--- config.mk ---
export PLATFORM = sky130hd
export DESIGN_NAME = depacketizer_rr_arbiter
export DESIGN_NICKNAME = d
export VERILOG_FILES = /design/src/rtl/depacketizer_rr_arbiter.sv
export SDC_FILE = /design/constraint.sdc
export NUM_CORES = 1
export LEC_CHECK = 0
export CAP_MARGIN = 25
export CORE_MARGIN = 1
export CORE_UTILIZATION = 45
export DETAILED_ROUTE_END_ITERATION = 7
export DONT_BUFFER_PORTS = 1
export PLACE_DENSITY = 0.73
export SETUP_SLACK_MARGIN = 0.3
export SLEW_MARGIN = 20
export SYNTH_ARGS = -nofsm -noshare
export SYNTH_HDL_FRONTEND = slang
export SYNTH_SLANG_ARGS = --single-unit
--- constraint.sdc ---
create_clock -name clk -period 3.4 [get_ports clk]
set_input_delay 0.85 -clock clk [delete_from_list [all_inputs] [get_ports clk]]
set_output_delay 0.85 -clock clk [all_outputs]
set_load 0.05 [all_outputs]
--- src/rtl/depacketizer_rr_arbiter.sv ---
// Round-robin arbiter that funnels NUM_REQ packet requesters into one registered
// output slot feeding a depacketizer; empty packets (head valid bit clear) are consumed without loading.
module depacketizer_rr_arbiter #(
  parameter int WIDTH_PKT = 36,
  parameter int NUM_REQ   = 4,
  localparam int SRC_W     = (NUM_REQ > 1) ? $clog2(NUM_REQ) : 1,
  localparam int VALID_POS = WIDTH_PKT - 1
) (
  input  logic                         clk,
  input  logic                         rst_n,
  input  logic [NUM_REQ*WIDTH_PKT-1:0] data_in,
  input  logic [NUM_REQ-1:0]           valid_in,
  output logic [NUM_REQ-1:0]           ready_out,
  output logic [WIDTH_PKT-1:0]         data_out,
  output logic                         valid_out,
  output logic [SRC_W-1:0]             src_out,
  input  logic                         ready_in
);

  logic [SRC_W-1:0]     ptr;
  logic [SRC_W-1:0]     off;
  logic [SRC_W-1:0]     gnt;
  logic [SRC_W-1:0]     nxt_ptr;
  logic [SRC_W:0]       sum;
  logic                 gnt_vld;
  logic                 can_load;
  logic                 xfer;
  logic                 head_vld;
  logic [2*NUM_REQ-1:0] vv_sh;
  logic [NUM_REQ-1:0]   rot;
  logic [WIDTH_PKT-1:0] pkt [NUM_REQ];
  logic [WIDTH_PKT-1:0] sel_pkt;

  for (genvar i = 0; i < NUM_REQ; i++) begin : g_unpack
    assign pkt[i] = data_in[i*WIDTH_PKT +: WIDTH_PKT];
  end

  // Rotate requests so the pointer position lands at bit 0; the first set bit is the winner offset.
  assign vv_sh = {valid_in, valid_in} >> ptr;
  assign rot   = vv_sh[NUM_REQ-1:0];

  always_comb begin
    off     = '0;
    gnt_vld = |rot;
    for (int k = NUM_REQ - 1; k >= 0; k--) begin
      if (rot[k]) off = SRC_W'(k);
    end
  end

  assign sum     = {1'b0, off} + {1'b0, ptr};
  assign gnt     = (sum >= (SRC_W+1)'(NUM_REQ)) ? SRC_W'(sum - (SRC_W+1)'(NUM_REQ))
                                                : sum[SRC_W-1:0];
  assign nxt_ptr = (gnt == SRC_W'(NUM_REQ - 1)) ? '0 : gnt + 1'b1;
  assign sel_pkt  = pkt[gnt];
  assign head_vld = sel_pkt[VALID_POS];

  assign can_load = ~valid_out | ready_in;
  assign xfer     = gnt_vld & can_load & rst_n;

  always_comb begin
    ready_out = '0;
    if (xfer) ready_out[gnt] = 1'b1;
  end

  // Output slot stage: loads on a non-empty transfer, otherwise drains when downstream accepts.
  always_ff @(posedge clk or negedge rst_n) begin
    if (!rst_n) begin
      ptr       <= '0;
      valid_out <= 1'b0;
      data_out  <= '0;
      src_out   <= '0;
    end else begin
      if (xfer) ptr <= nxt_ptr;
      if (xfer && head_vld) begin
        valid_out <= 1'b1;
        data_out  <= sel_pkt;
        src_out   <= gnt;
      end else if (ready_in) begin
        valid_out <= 1'b0;
      end
    end
  end

endmodule
---- After elaboration in Yosys (flattened, before gate mapping) ----
Index checks and enable logic that the tools add are counted.
Widths: inputs -> output; s select.
word-level totals
  memories ................................ 0
  latch bits .............................. 0
  logic and storage cells ................. 36
  register bits ........................... 41
  input port bits ......................... 151
  memory bits (read-only) ................. 0
  memory bits (writable) .................. 0
  output and inout bits ................... 43
operators by class
  order comparisons ....................... 4
  equality and inequality tests ........... 1
  $mul .................................... 0
  div/mod/pow operators ................... 0
  reductions and logical operators ........ 4
  muxes and demuxes ....................... 14
  shifts and indexed selects .............. 1
  bitwise gates (word level) .............. 5
  add/subtract/negate cells ............... 3
operator list
  kind                 count
  $bmux 36 s2          1
  $mux 36              2
  $mux 2               6
  $shr 8x2->4          1
  $ge 3x3->1 const B   2
  $mux 4               1
  $reduce_or 4->1      1
  $add 2x2->3          1
  $lt 2x3->1 const B   1
  $mux 1               3
  $not 2->3            1
  $add 2x1->2 const B  1
  $and 1x1->1          2
  $demux 1 s2          1
  $eq 2x2->1 const B   1
  $ge 2x1->1 const B   1
  $logic_and 1x1->1    2
  $reduce_bool 2->1    1
  $sub 2x1->2 const B  1
  $not 1->1            1
  $or 1x1->1           1

---- Depth between registers and ports, before layout ----
  word-level depth ........................ 14
  depth in mapped cells ................... 13
  depth with buffers taken out ............ 11

---- Least setup slack after synthesis ----
OpenSTA, ideal clock, no wires.
  kind .................................... input-to-output
  start ................................... input valid_in[0]
  end ..................................... output ready_out[1]
  slack ................................... -0.668 ns
  arrival time ............................ 3.218 ns
  path buffers ............................ 2
  data required time ...................... 2.550 ns
  cell stages on the path ................. 9
  path through ............................ inv_1 -> o21ai_0 -> a21oi_1 -> o31a_1 -> ha_1 -> buf_1 -> buf_1 -> nand2_1 -> nor2_1
on the way
  longest elaborated chain between the ends .. 13
  elaborated cells on any way between the ends .. 18
  those cells by class .................... add/sub: 2; order compare: 3; shift: 1; mux: 8; bitwise: 2; reduce/logical: 2
RTL lines
  element                                                         line  RTL
  start: declaration                                              12    input logic [NUM_REQ-1:0] valid_in,
  $shr 8x2->4 (*)                                                 39    assign vv_sh = {valid_in, valid_in} >> ptr;
  $mux 2 (3 in series)                                            46    if (rot[k]) off = SRC_W'(k);
  $mux 2 (*)                                                      46
  $add 2x2->3 (*)                                                 50    assign sum = {1'b0, off} + {1'b0, ptr};
  $ge 3x3->1 or $sub 2x1->2 (tied branches)                       51    assign gnt = (sum >= (SRC_W+1)'(NUM_REQ)) ? SRC_W'(sum - (SRC_W+1)'(NUM_REQ))
  $mux 2 (*)                                                      51
  net gnt[0]                                                      22    logic [SRC_W-1:0] gnt;
  $lt 2x3->1 (not written as such) or $ge 2x1->1 (tied branches)  62    if (xfer) ready_out[gnt] = 1'b1;
  $logic_and 1x1->1 (not written as such)                         62
  $mux 1 (not written as such)                                    62
  $demux 1 s2 (*)                                                 62
  $mux 4 (*)                                                      62
  end: declaration                                                13    output logic [NUM_REQ-1:0] ready_out,
The timed path passes the listed nets; every way through them passes the cells marked *.

---- Worst setup path in the final report ----
  start ................................... input valid_in[0]
  end ..................................... output ready_out[2]
on the way
  longest elaborated chain between the ends .. 13
  elaborated cells on any way between the ends .. 18
  those cells by class .................... add/sub: 2; order compare: 3; shift: 1; mux: 8; bitwise: 2; reduce/logical: 2
RTL lines
  element                                                         line
  $shr 8x2->4 (*)                                                 39
  $mux 2 (4 in series)                                            46
  $add 2x2->3                                                     50
  $ge 3x3->1 or $sub 2x1->2 (tied branches)                       51
  $mux 2                                                          51
  $lt 2x3->1 (not written as such) or $ge 2x1->1 (tied branches)  62
  $logic_and 1x1->1 (not written as such)                         62
  $mux 1 (not written as such)                                    62
  $demux 1 s2                                                     62
  $mux 4 (*)                                                      62
Every way passes the cells marked *; elsewhere a longest branch is shown, timed or not.

==> results.yml <==
outcome:
  status: "complete, no violations"
die:
  die_height_um: 91.3
  die_x_um: 91.3
  die_area_mm2: 0.00833
  initial_core_util_pct: 46.4
  ios: 194
  num_rows: 32
  core_area_mm2: 0.00773
synthesis:
  synthCells: 387
  ys_seq_elements: 41
  synth_edf_count: 0
  syn_area_per_cell_um2: 9.27
  yosysUniqueCellTypes: 46
  ys.flop_type: "dfrtp_1"
  yosys_warnings: 0
  synth_seq_area_share_pct: 28.6
  synth_nets: 540
  async_flop_share_pct: 100
  synth_area_mm2: 0.00359
cells_and_area:
  area_growth_pct: 18.9
  layout-drive-gt1-share_pct: 42.1
  layout_common_cells: "41 x dfrtp_1, 39 x nand2_1, 37 x mux2_2, 36 x inv_1, 36 x nor4_1"
  num_antenna_cells: 0
  nets: 544
  nFillCells: 710
  fin_area_mm2: 0.00427
  final_common_cell: "dfrtp_1"
global_routing:
  grt_usage_pct: 22.6
  grt_overflow_total: 0
  grt_start_max_net_pins: 44
  first_global_vias: 2998
  grt_pass1_wl_um: 15000
  antenna_found_initial: 0
pwr:
  ir_worst_vdd_mv: 0.567
  p_per_area_mw_per_mm2: 1440
  p_leak_nw: 1.68
placement:
  routabilityCongestion: 0.816
  dp_hpwl_um: 6650
  port_buffers: 0
  place_area_mm2: 0.00376
critical_path:
  start_kind: "input port"
  critPathTopFamily: "compound AO/OA/AOI/OAI gates"
  critPathBufInv: 2
  critical_path_arrival_ps: 2390
  critPathKind: "in2out"
  crit_chain: "inv_8, a2bb2oi_1, o211ai_1, o31a_1, ha_4, xnor2_2, nand4_1, nand2_2, inv_4, ha_4, and2_4"
  cp_slowest_stage_delay_ps: 220
  critPathMaxFanout: 6
  cp_common_cell: "ha_4"
  cp.required_ps: 2550
  worst_setup_path_end_kind: "primary output"
  cp_slowest_cell: "o31a_1"
timing:
  tns_ps: 0
  hold_viol: 0
  fin_skew_ps: 7.39
  tightest_slew_ps: 686
  clock.fmax_ghz: 0.309
  slew_viol_final: 0
  setup_violations: 0
  rsz0062_at_grt: "true"
  worst_slew_margin_rel_pct: 54.3
  period_needed_ps: 3240
  fin_crit_sh_pct: 95.3
flow_run:
  cap_violations: 0
clocking:
  cts_tree: "built"
  clockBufferDepth: 2
  clk_latency_ps: 290
  clock_sinks: 41
  cts-htree-levels: 2
  clk_pin_slew_ps: 90
  cts_made_buffers: 5
  clockRootBuffer: "clkbuf_8"
routing:
  wirelength_um: 10500
  vias: 3148
  drtIter0Drc: 190
  drc: 0
  ant_nets: 0
  vias_per_cell: 6.37
  wl_per_cell_um: 21.2
  dr.pass1.iters: 7
worst_hold_path:
  hold_path_class: "in2async"
## per-stage QoR
step	power, mW	hold slack [ps]	instances	util (%)	setup WS, ps
after CTS	5.39	230	486	50.7	220
after detailed placement	4.91	556	470	48.7	65.8
after global placement	4.83	556	470	48.7	123
final	6.14	246	494	55.2	160
after global routing	6.46	214	494	55.2	67.7
after floorplan	4.29	554	387	-	41.6
## synth_stat cells (2+ instances only)
cell / instances / area [µm²]
mux2_2: 37 / 417
a311oi_2: 28 / 420
o21a_1: 4 / 30.0
buf_1: 2 / 7.51
nand2_1: 40 / 150
nor2b_1: 2 / 12.5
mux2i_1: 35 / 350
and3_1: 2 / 12.5
and3b_1: 2 / 17.5
dfrtp_1: 41 / 1030
o21ai_1: 3 / 15.0
buf_2: 10 / 50.1
nor3b_2: 2 / 25.0
ha_1: 2 / 25.0
inv_1: 38 / 143
nand3b_1: 2 / 15.0
a21oi_1: 37 / 185
nor2_1: 5 / 18.8
nand2b_1: 2 / 12.5
buf_4: 2 / 15.0
clkbuf_1: 17 / 63.8
a311oi_1: 7 / 61.3
nor4_1: 36 / 225
buf_6: 9 / 101
## sequential cells by signal (all words and copies together) (netlist names)
name and count:
data_out 36, valid_out 1, ptr 2, src_out 2
## kinds of logic after synthesis
kind of cell	count (synthesis)	share of synthesized area (%)
XOR/XNOR	2	0.489
flip-flops	41	28.6
adder cells (fa/ha/maj)	2	0.698
AND/OR/NAND/NOR	103	15.8
AO/OA/AOI/OAI	89	22.4
multiplexers	72	21.4
buffers and inverters	78	10.6
## report_power, final
group | switching [mW] | internal [mW]
clock network | 0.178 | 0.142
registers | 0.944 | 0.716
logic | 2.21 | 1.94
total | 3.33 | 2.80
## layout make-up
class / instances / area [µm²] / share of cell area (%)
Tap cell: 102 / 128 / 2.99
Clock inverter: 3 / 17.5 / 0.411
Clock buffer: 5 / 68.8 / 1.61
Inverter: 38 / 153 / 3.58
Timing Repair Buffer: 37 / 407 / 9.53
Sequential cell: 41 / 1030 / 24.1
Multi-Input combinational cell: 268 / 2470 / 57.8
## per-layer routing
| layer | up-vias | track usage, % | part of all wire [%] |
|---|---|---|---|
| li1 | 1439 | - | - |
| met1 | 1536 | 29.1 | 41 |
| met2 | 165 | 38.8 | 51 |
| met3 | 8 | 4.77 | 7.3 |
| met4 | 0 | 5.03 | 0.95 |
| met5 | - | 0 | 0 |
## final timing paths
kind                                  start  slack [ps]      endpoint  cells after the start
worst min-delay path                  rst_n         250     valid_out                      0
worst max register to register       ptr[1]         380  data_out[19]                     18
worst min register to register       ptr[0]         740        ptr[0]                      1
max in group asynchronous             rst_n        3070   data_out[4]                      0
min in group clk                     ptr[0]         740        ptr[0]                      1
worst max-delay path            valid_in[0]         160  ready_out[2]                     11
## timing repair
action	4_1_cts	5_1_grt
hold buffers	0	0
endpoints found under the setup margin	4	40
cloned	0	6
setup buffers	8	2
pin swaps	3	5
gates resized for setup	1	51
No activity file was read; power rests on OpenSTA's default activity.
==> RTL edit (config.mk and constraints unchanged) <==
Change the parameter `NUM_REQ` from 4 to 2.
--- a/src/rtl/depacketizer_rr_arbiter.sv
+++ b/src/rtl/depacketizer_rr_arbiter.sv
@@ -2,7 +2,7 @@
 // output slot feeding a depacketizer; empty packets (head valid bit clear) are consumed without loading.
 module depacketizer_rr_arbiter #(
   parameter int WIDTH_PKT = 36,
-  parameter int NUM_REQ   = 4,
+  parameter int NUM_REQ   = 2,
   localparam int SRC_W     = (NUM_REQ > 1) ? $clog2(NUM_REQ) : 1,
   localparam int VALID_POS = WIDTH_PKT - 1
 ) (
Interface: changed (resized data_in, ready_out, src_out and valid_in); port bits go from 194 to 117. No check against the original RTL was run, so the function may have changed too.
==> RTL edit against the unedited design <==
Design area decreased by 49%; area after synthesis is 43% lower; clock power decreased by 5%; total power down 65%; count of clock-buffer cells in the layout increased by 1; sequential share of layout area up 21 points; sequential cell count fell by 2; fmax rose by 23%; critical path depth is 8 lower; routed wire length fell by 65%; hold slack improved by 0.012 ns; setup slack better by 0.60 ns.
==> RTL edit: results (changes against the unedited design) <==
* Clock slew at reported path FFs at 0.07 ns (-0.02 ns)
* Adder-Cell Fraction of Synth Area at 0% (-0.70 points)
* Mapped Nets at 208 (-61%)
* Post-CTS setup buffer count at 0 (-8)
* Commonest cells in the netlist: 39 x dfrtp_1, 37 x mux2_2, 28 x mux2_4
* Worst clock skew at 0.00686 ns (-0.000525 ns)
* WL met3 at 326 um (-57%)
* Placed Instances at 179 (-62%)
* Met2 Usage GRT at 28.8% (-10 points)
* Clk root buf: clkbuf_8
* Count of cell types in the netlist at 19 (-59%)
* Mux cell area share after synthesis at 43.7% (+22 points)
* Area contributors post-synth: dfrtp_1 48%, mux2_4 21%, mux2_2 20%, mux2_1 2.8%, buf_6 2.2%
* First-pass GRT wire length at 6.05 mm (-60%)
* Sequential area share after synthesis at 47.8% (+19 points)
* Placed cell area at 0.00208 mm2 (-45%)
* Ratio of cells with drive above 1 in the final layout at 59.7% (+18 points)
* Post-Syn Instances at 131 (-66%)
* First-pass DRT Iterations at 4 (-3)
* Hold slack at 0.258 ns (+0.0120 ns)
* Worst-path maximum fanout at 4 (-2)
* Final RePlAce weighted congestion at 0.659 (-19%)
* CP top delay family: simple AND/OR/NAND/NOR gates
* Worst EP arrival at 1.79 ns (-0.60 ns)
* Dpl hpwl at 2.76 mm (-59%)
* Wire per inst at 19.9 um (-5.9%)
* Place WS at 0.635 ns (+0.569 ns)
* Vias in the first global route at 1237 (-59%)
* Largest net degree at the start of global routing at 43 (-2.3%)
* Initial detailed-routing violation count at 37 (-81%)
* VDD IR-drop max at 0.000421 V (-26%)
* Resize count post-CTS at 0 (-1)
* Lkg Pwr at 0.934 nW (-44%)
* Critical path's slowest cell: dfrtp_1
* Wl on met1 at 1.35 mm (-69%)
* Int Power at 1.09 mW (-61%)
* Global Route Usage Sum at 16.3% (-6.3 points)
* Synth Area in XOR/XNOR at 0% (-0.49 points)
* GRT Max-Usage Layer: met2
* Worst Tran Pin Value at 0.579 ns (-0.107 ns)
* Core Util, Final at 49.8% (-5.4 points)
* Reg2Reg Depth at 5 (-13)
* Reg2reg setup slack at 0.85 ns (+0.47 ns)
* Length of routed met2 wiring at 1.98 mm (-63%)
* Via count at 1079 (-66%)
* Status: finished clean
[RTL edit: power groups by stage]
stage               combinational [mW]  sequential [mW]  clock [mW]
global placement                 0.414             1.42           0
detailed placement               0.441             1.43           0
CTS                              0.442             1.42       0.316
global route                     0.472             1.44       0.336
floorplan                        0.396             1.38           0
finish                           0.433             1.42       0.304
[RTL edit: worst max-delay path by stage]
| stage | start | slack [ns] | depth (start not counted) | endpoint |
|---|---|---|---|---|
| floorplan | ready_in | 0.93 | 3 | ready_out[0] |
| global placement | ready_in | 0.72 | 5 | data_out[3] |
| detailed placement | ready_in | 0.63 | 5 | data_out[4] |
| CTS | valid_out | 0.76 | 3 | ready_out[0] |
| global route | valid_out | 0.74 | 3 | ready_out[0] |
| finish | valid_out | 0.76 | 3 | ready_out[0] |
[RTL edit: layout make-up]
type / count / area share, %
repair buffers: 3 / 1.04
flip-flops and latches: 39 / 45.0
clock buffers: 6 / 3.81
multi-input cells: 85 / 46.9
well taps: 52 / 3.00
clock inverters: 1 / 0.231
